`config.mk`:
```
export PLATFORM = sky130hd
export DESIGN_NAME = mvau_inp_buf_ctrl_flat
export DESIGN_NICKNAME = d
export VERILOG_FILES = /design/src/rtl/mvau_inp_buf_ctrl_if.sv /design/src/rtl/mvau_inp_buf_ctrl.sv /design/src/flat_wrapper.sv
export SDC_FILE = /design/constraint.sdc
export NUM_CORES = 1
export LEC_CHECK = 0
export ABC_AREA = 1
export CAP_MARGIN = 0
export CORE_MARGIN = 2
export CORE_UTILIZATION = 47
export DETAILED_ROUTE_END_ITERATION = 7
export PLACE_DENSITY = 0.75
export SYNTH_ARGS = -nofsm -noshare
export SYNTH_HDL_FRONTEND = slang
export SYNTH_SLANG_ARGS = --single-unit
```
`constraint.sdc`:
```
create_clock -name clk -period 1.3 [get_ports clk]
set_clock_uncertainty 0.05 [all_clocks]
set_input_delay 0.26 -clock clk [delete_from_list [all_inputs] [get_ports clk]]
set_output_delay 0.26 -clock clk [all_outputs]
set_load 0.02 [all_outputs]
```
`src/rtl/mvau_inp_buf_ctrl_if.sv`:
```
// Handshake/buffer-control bundle between the MVAU input-buffer controller,
// its upstream activation source, the downstream PE stage and mvau_inp_buffer.
// slave  : the controller side (mvau_inp_buf_ctrl).
// master : the surrounding stream environment.
interface mvau_inp_buf_ctrl_if #(
  parameter int unsigned BUF_ADDR = 4
);
  logic                in_v;
  logic                in_rdy;
  logic                out_rdy;
  logic                out_v;
  logic                wr_en;
  logic                rd_en;
  logic [BUF_ADDR-1:0] addr;
  logic                sf_last;
  logic                nf_last;

  modport slave (
    input  in_v, out_rdy,
    output in_rdy, out_v, wr_en, rd_en, addr, sf_last, nf_last
  );

  modport master (
    output in_v, out_rdy,
    input  in_rdy, out_v, wr_en, rd_en, addr, sf_last, nf_last
  );
endinterface

```
`src/rtl/mvau_inp_buf_ctrl.sv`:
```
// MVAU input-buffer controller. The first pass over an input vector writes each
// accepted word into mvau_inp_buffer while forwarding it downstream; the
// following NF-1 passes replay the stored vector from the buffer. Outputs are
// combinational from state/counters/handshake, gated off until one clock after
// reset release.
// Optional: MVAU_INP_BUF_CTRL_PERF_EN adds a saturating vec_cnt output that
// counts completed vectors (end of pass NF-1).
module mvau_inp_buf_ctrl #(
  parameter int unsigned SF       = 16,
  parameter int unsigned NF       = 16,
  parameter int unsigned BUF_ADDR = 4
) (
  input  logic               clk,
  input  logic               rst_n,
`ifdef MVAU_INP_BUF_CTRL_PERF_EN
  output logic [31:0]        vec_cnt,
`endif
  mvau_inp_buf_ctrl_if.slave bus
);

  localparam int unsigned SF_W = (SF > 1) ? $clog2(SF) : 1;
  localparam int unsigned NF_W = (NF > 1) ? $clog2(NF) : 1;
  localparam logic [SF_W-1:0] SF_MAX = SF_W'(SF - 1);
  localparam logic [NF_W-1:0] NF_MAX = NF_W'(NF - 1);

  typedef enum logic {
    ST_WRITE = 1'b0,
    ST_READ  = 1'b1
  } state_t;

  state_t              r_st, w_st_nxt;
  logic [SF_W-1:0]     r_sf, w_sf_nxt;
  logic [NF_W-1:0]     r_nf, w_nf_nxt;
  logic                r_act;

  logic                w_sf_end, w_nf_end, w_adv;
  logic                w_in_rdy, w_out_v, w_wr_en, w_rd_en;
  logic                w_sf_last, w_nf_last;
  logic [BUF_ADDR-1:0] w_addr;

  assign w_sf_end = (r_sf == SF_MAX);
  assign w_nf_end = (r_nf == NF_MAX);

  // State/counter registers; act enables outputs one clock after reset release.
  always_ff @(posedge clk or negedge rst_n) begin
    if (!rst_n) begin
      r_st  <= ST_WRITE;
      r_sf  <= '0;
      r_nf  <= '0;
      r_act <= 1'b0;
    end else begin
      r_st  <= w_st_nxt;
      r_sf  <= w_sf_nxt;
      r_nf  <= w_nf_nxt;
      r_act <= 1'b1;
    end
  end

  // Output decode and pass/column sequencing.
  always_comb begin
    w_st_nxt  = r_st;
    w_sf_nxt  = r_sf;
    w_nf_nxt  = r_nf;
    w_in_rdy  = 1'b0;
    w_out_v   = 1'b0;
    w_wr_en   = 1'b0;
    w_rd_en   = 1'b0;
    w_adv     = 1'b0;
    w_addr    = '0;
    w_sf_last = 1'b0;
    w_nf_last = 1'b0;

    if (r_act) begin
      w_addr = BUF_ADDR'(r_sf);
      if (r_st == ST_WRITE) begin
        w_in_rdy = bus.out_rdy;
        w_out_v  = bus.in_v;
        w_wr_en  = bus.in_v & bus.out_rdy;
        w_adv    = bus.in_v & bus.out_rdy;
      end else begin
        w_rd_en  = 1'b1;
        w_out_v  = 1'b1;
        w_adv    = bus.out_rdy;
      end
      w_sf_last = w_out_v & w_sf_end;
      w_nf_last = w_out_v & w_nf_end;
    end

    if (w_adv) begin
      w_sf_nxt = w_sf_end ? '0 : r_sf + SF_W'(1);
      if (w_sf_end) begin
        if (r_st == ST_WRITE) begin
          // With a single pass the block stays in WRITE and simply streams through.
          if (NF > 1) begin
            w_st_nxt = ST_READ;
            w_nf_nxt = NF_W'(1);
          end
        end else if (w_nf_end) begin
          w_st_nxt = ST_WRITE;
          w_nf_nxt = '0;
        end else begin
          w_nf_nxt = r_nf + NF_W'(1);
        end
      end
    end
  end

  assign bus.in_rdy  = w_in_rdy;
  assign bus.out_v   = w_out_v;
  assign bus.wr_en   = w_wr_en;
  assign bus.rd_en   = w_rd_en;
  assign bus.addr    = w_addr;
  assign bus.sf_last = w_sf_last;
  assign bus.nf_last = w_nf_last;

`ifdef MVAU_INP_BUF_CTRL_PERF_EN
  logic        w_vec_done;
  logic [31:0] r_vec_cnt;

  assign w_vec_done = w_adv & w_sf_end &
                      ((r_st == ST_READ) ? w_nf_end : (NF == 1));

  // Completed-vector counter, saturating at all-ones.
  always_ff @(posedge clk or negedge rst_n) begin
    if (!rst_n) begin
      r_vec_cnt <= '0;
    end else if (w_vec_done && (r_vec_cnt != '1)) begin
      r_vec_cnt <= r_vec_cnt + 32'd1;
    end
  end

  assign vec_cnt = r_vec_cnt;
`endif

endmodule

```
`src/flat_wrapper.sv`:
```
// flat-port wrapper written by rule: the top's interface ports become plain ports
module mvau_inp_buf_ctrl_flat 
#(
  parameter int unsigned SF       = 16,
  parameter int unsigned NF       = 16,
  parameter int unsigned BUF_ADDR = 4
)
  (clk, rst_n, bus_in_v, bus_out_rdy, bus_in_rdy, bus_out_v, bus_wr_en, bus_rd_en, bus_addr, bus_sf_last, bus_nf_last);
  mvau_inp_buf_ctrl_if #(.BUF_ADDR(BUF_ADDR)) bus_i ();
  input  logic clk;
  input  logic rst_n;
  input wire logic [$bits(bus_i.in_v)-1:0] bus_in_v;
  input wire logic [$bits(bus_i.out_rdy)-1:0] bus_out_rdy;
  output wire logic [$bits(bus_i.in_rdy)-1:0] bus_in_rdy;
  output wire logic [$bits(bus_i.out_v)-1:0] bus_out_v;
  output wire logic [$bits(bus_i.wr_en)-1:0] bus_wr_en;
  output wire logic [$bits(bus_i.rd_en)-1:0] bus_rd_en;
  output wire logic [$bits(bus_i.addr)-1:0] bus_addr;
  output wire logic [$bits(bus_i.sf_last)-1:0] bus_sf_last;
  output wire logic [$bits(bus_i.nf_last)-1:0] bus_nf_last;
  assign bus_i.in_v = bus_in_v;
  assign bus_i.out_rdy = bus_out_rdy;
  assign bus_in_rdy = bus_i.in_rdy;
  assign bus_out_v = bus_i.out_v;
  assign bus_wr_en = bus_i.wr_en;
  assign bus_rd_en = bus_i.rd_en;
  assign bus_addr = bus_i.addr;
  assign bus_sf_last = bus_i.sf_last;
  assign bus_nf_last = bus_i.nf_last;
  mvau_inp_buf_ctrl #(.SF(SF), .NF(NF), .BUF_ADDR(BUF_ADDR)) u_core (.clk(clk), .rst_n(rst_n), .bus(bus_i));
endmodule
```
==> reports/qor_table.md <==
| Step | Item | This run |
| --- | --- | --- |
| clock tree | Cts hold-fix bufs | 0 |
| placed design | Number of buffers added on ports | 13 |
| clock tree | Clock transition time at the flip-flop clock pins of the worst setup and hold paths | 0.07 ns |
| global routing | Overall overflow remaining after global route | 0 |
| critical path | Setup CP Type | flop to primary output |
| synth | Top flip-flop cell by instance count after synthesis | sky130_fd_sc_hd__dfrtp_1 |
| synth | Total number of yosys warnings | 0 |
| critical path | Path depth of the worst reg2reg path | 9 |
| drt | Highest metal layer with signal wires | met4 |
| synth | Library cell with the largest summed area after synthesis | sky130_fd_sc_hd__dfrtp_1 |
| synth | Proportion of netlist area held by the largest area contributor | 40.49% |
| placed design | Total cell area at the placement stage | 919.6 sq um |
| drt | Iter 0 DRT Violations | 30 |
| synth | Sequential element share of the synthesized area | 40.49% |
| synth | Post-synthesis average cell area | 7.631 sq um |
| clock tree | Buffer type at the clock tree root | sky130_fd_sc_hd__clkbuf_4 |
| timing | Max Clk Rate | 0.6538 GHz |
| clock tree | Clk buf depth | 2 |
| synth | Number of enable-type register cells in the synthesized netlist | 0 |
| global routing | Vias in the first global route | 494 |
| synth | Area of the mapped netlist | 618.1 sq um |
| critical path | Element type at the critical path end | primary output |
| timing | Max-slew violation total from the final report | 0 |
| floorplan | X dimension of the die | 40.27 um |
| drt | Met3 routed wirelength | 98 um |
| critical path | Maximum cell stage delay along the critical path | 0.45 ns |
| floorplan | Total die area | 1621 sq um |
| synth | Post-synthesis sequential element count | 10 |
| placed design | RePlAce Congestion | 0.7696 |
| final layout | Fraction of layout cells with a size suffix above 1 | 61.54% |
| synth | Top cells by instance count after synthesis | sky130_fd_sc_hd__nand2_1, sky130_fd_sc_hd__inv_1, sky130_fd_sc_hd__dfrtp_1 |
| placed design | DP Wirelength | 1076 um |
| drt | Residual DRC | 0 |
| critical path | Crit path required time | 0.99 ns |
| clock tree | Clock latency reported for the late side of the worst-skew pair | 0.28 ns |
| drt | Number of iterations in the first detailed-routing pass | 4 |
| critical path | Cell at the slowest stage of the critical path | sky130_fd_sc_hd__dfrtp_2 |
| critical path | Worst R2R Start | u_core.r_st |
| critical path | Critical Path Start | u_core.r_st |
| run | Max-cap check violation count | 0 |
| final layout | Layout overhead on the synthesized area | 74.29% |
| critical path | List of cells traversed by the critical path | buf_6 > nor3_2 > buf_4 |
| floorplan | Standard-cell rows | 13 |
| critical path | Worst flop-to-flop path endpoint | u_core.r_nf[3] |
| drt | Antenna-violating nets left | 0 |
| synth | Count of mapped cells out of synthesis | 81 |
| status | Failing checks | negative setup slack |
| status | Status | complete, but fails checks |
| timing | Part of the cycle the worst path needs | 117.7% |
| critical path | Worst-path maximum fanout | 3 |
| drt | Wire length reported by the detailed router | 1955 um |
| floorplan | Core region area | 1269 sq um |
| timing | Final setup viols | 11 |
| drt | Via total after detailed routing | 684 |
| clock tree | Count of H-tree levels built during CTS | 1 |
| critical path | End point of the critical path | bus_wr_en |
| floorplan | Starting density of the core | 48.72% |
| synth | Syn_nets | 87 |
| drt | Routed length on met2 | 999 um |
| clock tree | Number of CTS-inserted buffers | 3 |
| final layout | Antenna cell count | 0 |
| clock tree | Total number of clock tree sinks | 10 |
| timing | Fin worst setup slack | -0.2296 ns |
| timing | RSZ-0062 raised after global routing | yes |
| worst hold path | Hold crit path type | input port to asynchronous set/reset pin |
| floorplan | Number of primary I/O pins | 14 |
| floorplan | Y dimension of the die | 40.27 um |
| critical path | Data arrival time at the worst-slack endpoint | 1.22 ns |
| placed design | Setup slack after placement | -0.6704 ns |
| critical path | Register-to-Register Setup Slack | -0.04 ns |
| critical path | Crit start category | flop |
| clock tree | TritonCTS clock tree | yes |
| drt | Wire length per cell after detailed routing | 14.81 um |
| timing | Total count of hold-check failures in the final report | 0 |
| global routing | Global-route total usage across every layer | 21.70% |
| global routing | Antenna violations before repair | 0 |
| final layout | Post-route standard cell area excluding fillers | 1077 sq um |
| synth | Asr flop ratio synth | 100.0% |
| pwr | Leakage power | 0.5614 nW |
| drt | Post-DR vias/cell | 5.182 |
| pwr | Peak supply drop | 1160 uV |
| global routing | Wire length of the first global-routing pass | 2159 um |
| synth | Most common cell in the netlist | sky130_fd_sc_hd__nand2_1 |
| global routing | Maximum number of pins on one net before global-route repair | 11 |
| final layout | Number of nets in the finished design | 124 |
| pwr | Power density over the cells | 1456 nW/um^2 |
| synth | Leading post-synthesis cells by cell area | sky130_fd_sc_hd__dfrtp_1, sky130_fd_sc_hd__nand2_1, sky130_fd_sc_hd__inv_1 |
| synth | Number of distinct library cell variants in the gate-level netlist after synthesis | 18 |
| timing | Clock period minus worst slack | 1.530 ns |
| drt | Met1 Wirelength | 769 um |
[critical path, delay by kind of cell, from the launching register on]
kind                   cells  cell delay [ns]
buffers and inverters      2             0.31
flip-flops                 1             0.45
AND/OR/NAND/NOR            1             0.18
[registers in the layout, indices dropped and copies added, names as in the netlist]
register / flops
u_core.r_sf: 4
u_core.r_st: 1
u_core.r_act: 1
u_core.r_nf: 4
[worst min path at each step]
stage / endpoint / slack [ns] / cells after the start
2_1_floorplan: u_core.r_act / -0.09 / 0
3_3_place_gp: u_core.r_nf[3] / 0.50 / 3
3_5_place_dp: u_core.r_nf[3] / 0.51 / 3
6_report: u_core.r_nf[3] / 0.22 / 2
5_1_grt: u_core.r_nf[2] / 0.25 / 2
4_1_cts: u_core.r_nf[3] / 0.22 / 2
[power breakdown]
group	internal [mW]	total, mW	switching, mW
combinational	0.395	0.815	0.421
clock	0.171	0.291	0.121
sequential	0.394	0.462	0.0683
[metrics by stage]
stage	instances	TNS [ns]	total power [mW]	hold slack [ns]	utilization, %
after global routing	132	-1.831	1.645	0.2508	84.91
after CTS	133	-0.9491	1.388	0.2202	76.63
after global placement	127	-5.836	1.062	0.5013	72.49
final	132	-1.245	1.569	0.2217	84.91
after floorplan	81	-0.03391	0.7690	-0.08559	-
after detailed placement	127	-6.061	1.083	0.5124	72.49
[cell type report]
| cell class | count | area [sq um] |
|---|---|---|
| Inverter | 14 | 55.05 |
| Sequential cell | 10 | 251.5 |
| Tap cell | 15 | 18.77 |
| Timing Repair Buffer | 33 | 312.8 |
| Multi-Input combinational cell | 56 | 402.9 |
| Fill cell | 60 | 191.4 |
| Clock buffer | 4 | 36.28 |
[routing by layer]
metal | vias to the layer above | GRT usage [%]
li1 | 320 | -
met1 | 319 | 26.32
met2 | 34 | 33.87
met3 | 11 | 5.000
met4 | 0 | 15.00
met5 | - | 0
[placed cells by master, fill, tap and decap left out, types with 3 or more instances in the layout]
master,count
sky130_fd_sc_hd__buf_6,16
sky130_fd_sc_hd__nor2_1,4
sky130_fd_sc_hd__o21ai_2,3
sky130_fd_sc_hd__nand3_1,4
sky130_fd_sc_hd__nand2_4,4
sky130_fd_sc_hd__nand2_1,14
sky130_fd_sc_hd__inv_2,9
sky130_fd_sc_hd__nor2_4,4
sky130_fd_sc_hd__clkbuf_4,3
sky130_fd_sc_hd__dfrtp_1,9
sky130_fd_sc_hd__buf_4,14
sky130_fd_sc_hd__nand2_2,6
sky130_fd_sc_hd__inv_1,4
[cells by family (layout without fill, tap and decap cells)]
| family | after synthesis | in the layout | share of synthesized area (%) |
|---|---|---|---|
| AOI/OAI and AO/OA | 7 | 7 | 7.491 |
| xor gates and xnor gates | 1 | 1 | 1.417 |
| adders and majority gates | 2 | 2 | 4.048 |
| buffers and inverters | 15 | 51 | 9.717 |
| DFF | 10 | 10 | 40.49 |
| other | 1 | 1 | 0.6067 |
| and+or+nand+nor | 45 | 45 | 36.24 |
[repair_timing]
action / in CTS / in global routing
hold endpoints to repair: 0 / 0
endpoints found under the setup margin: 16 / 16
setup buffers: 2 / 2
pin swaps: 7 / 14
resized for setup: 60 / 41
No activity file was read; power rests on OpenSTA's default activity.
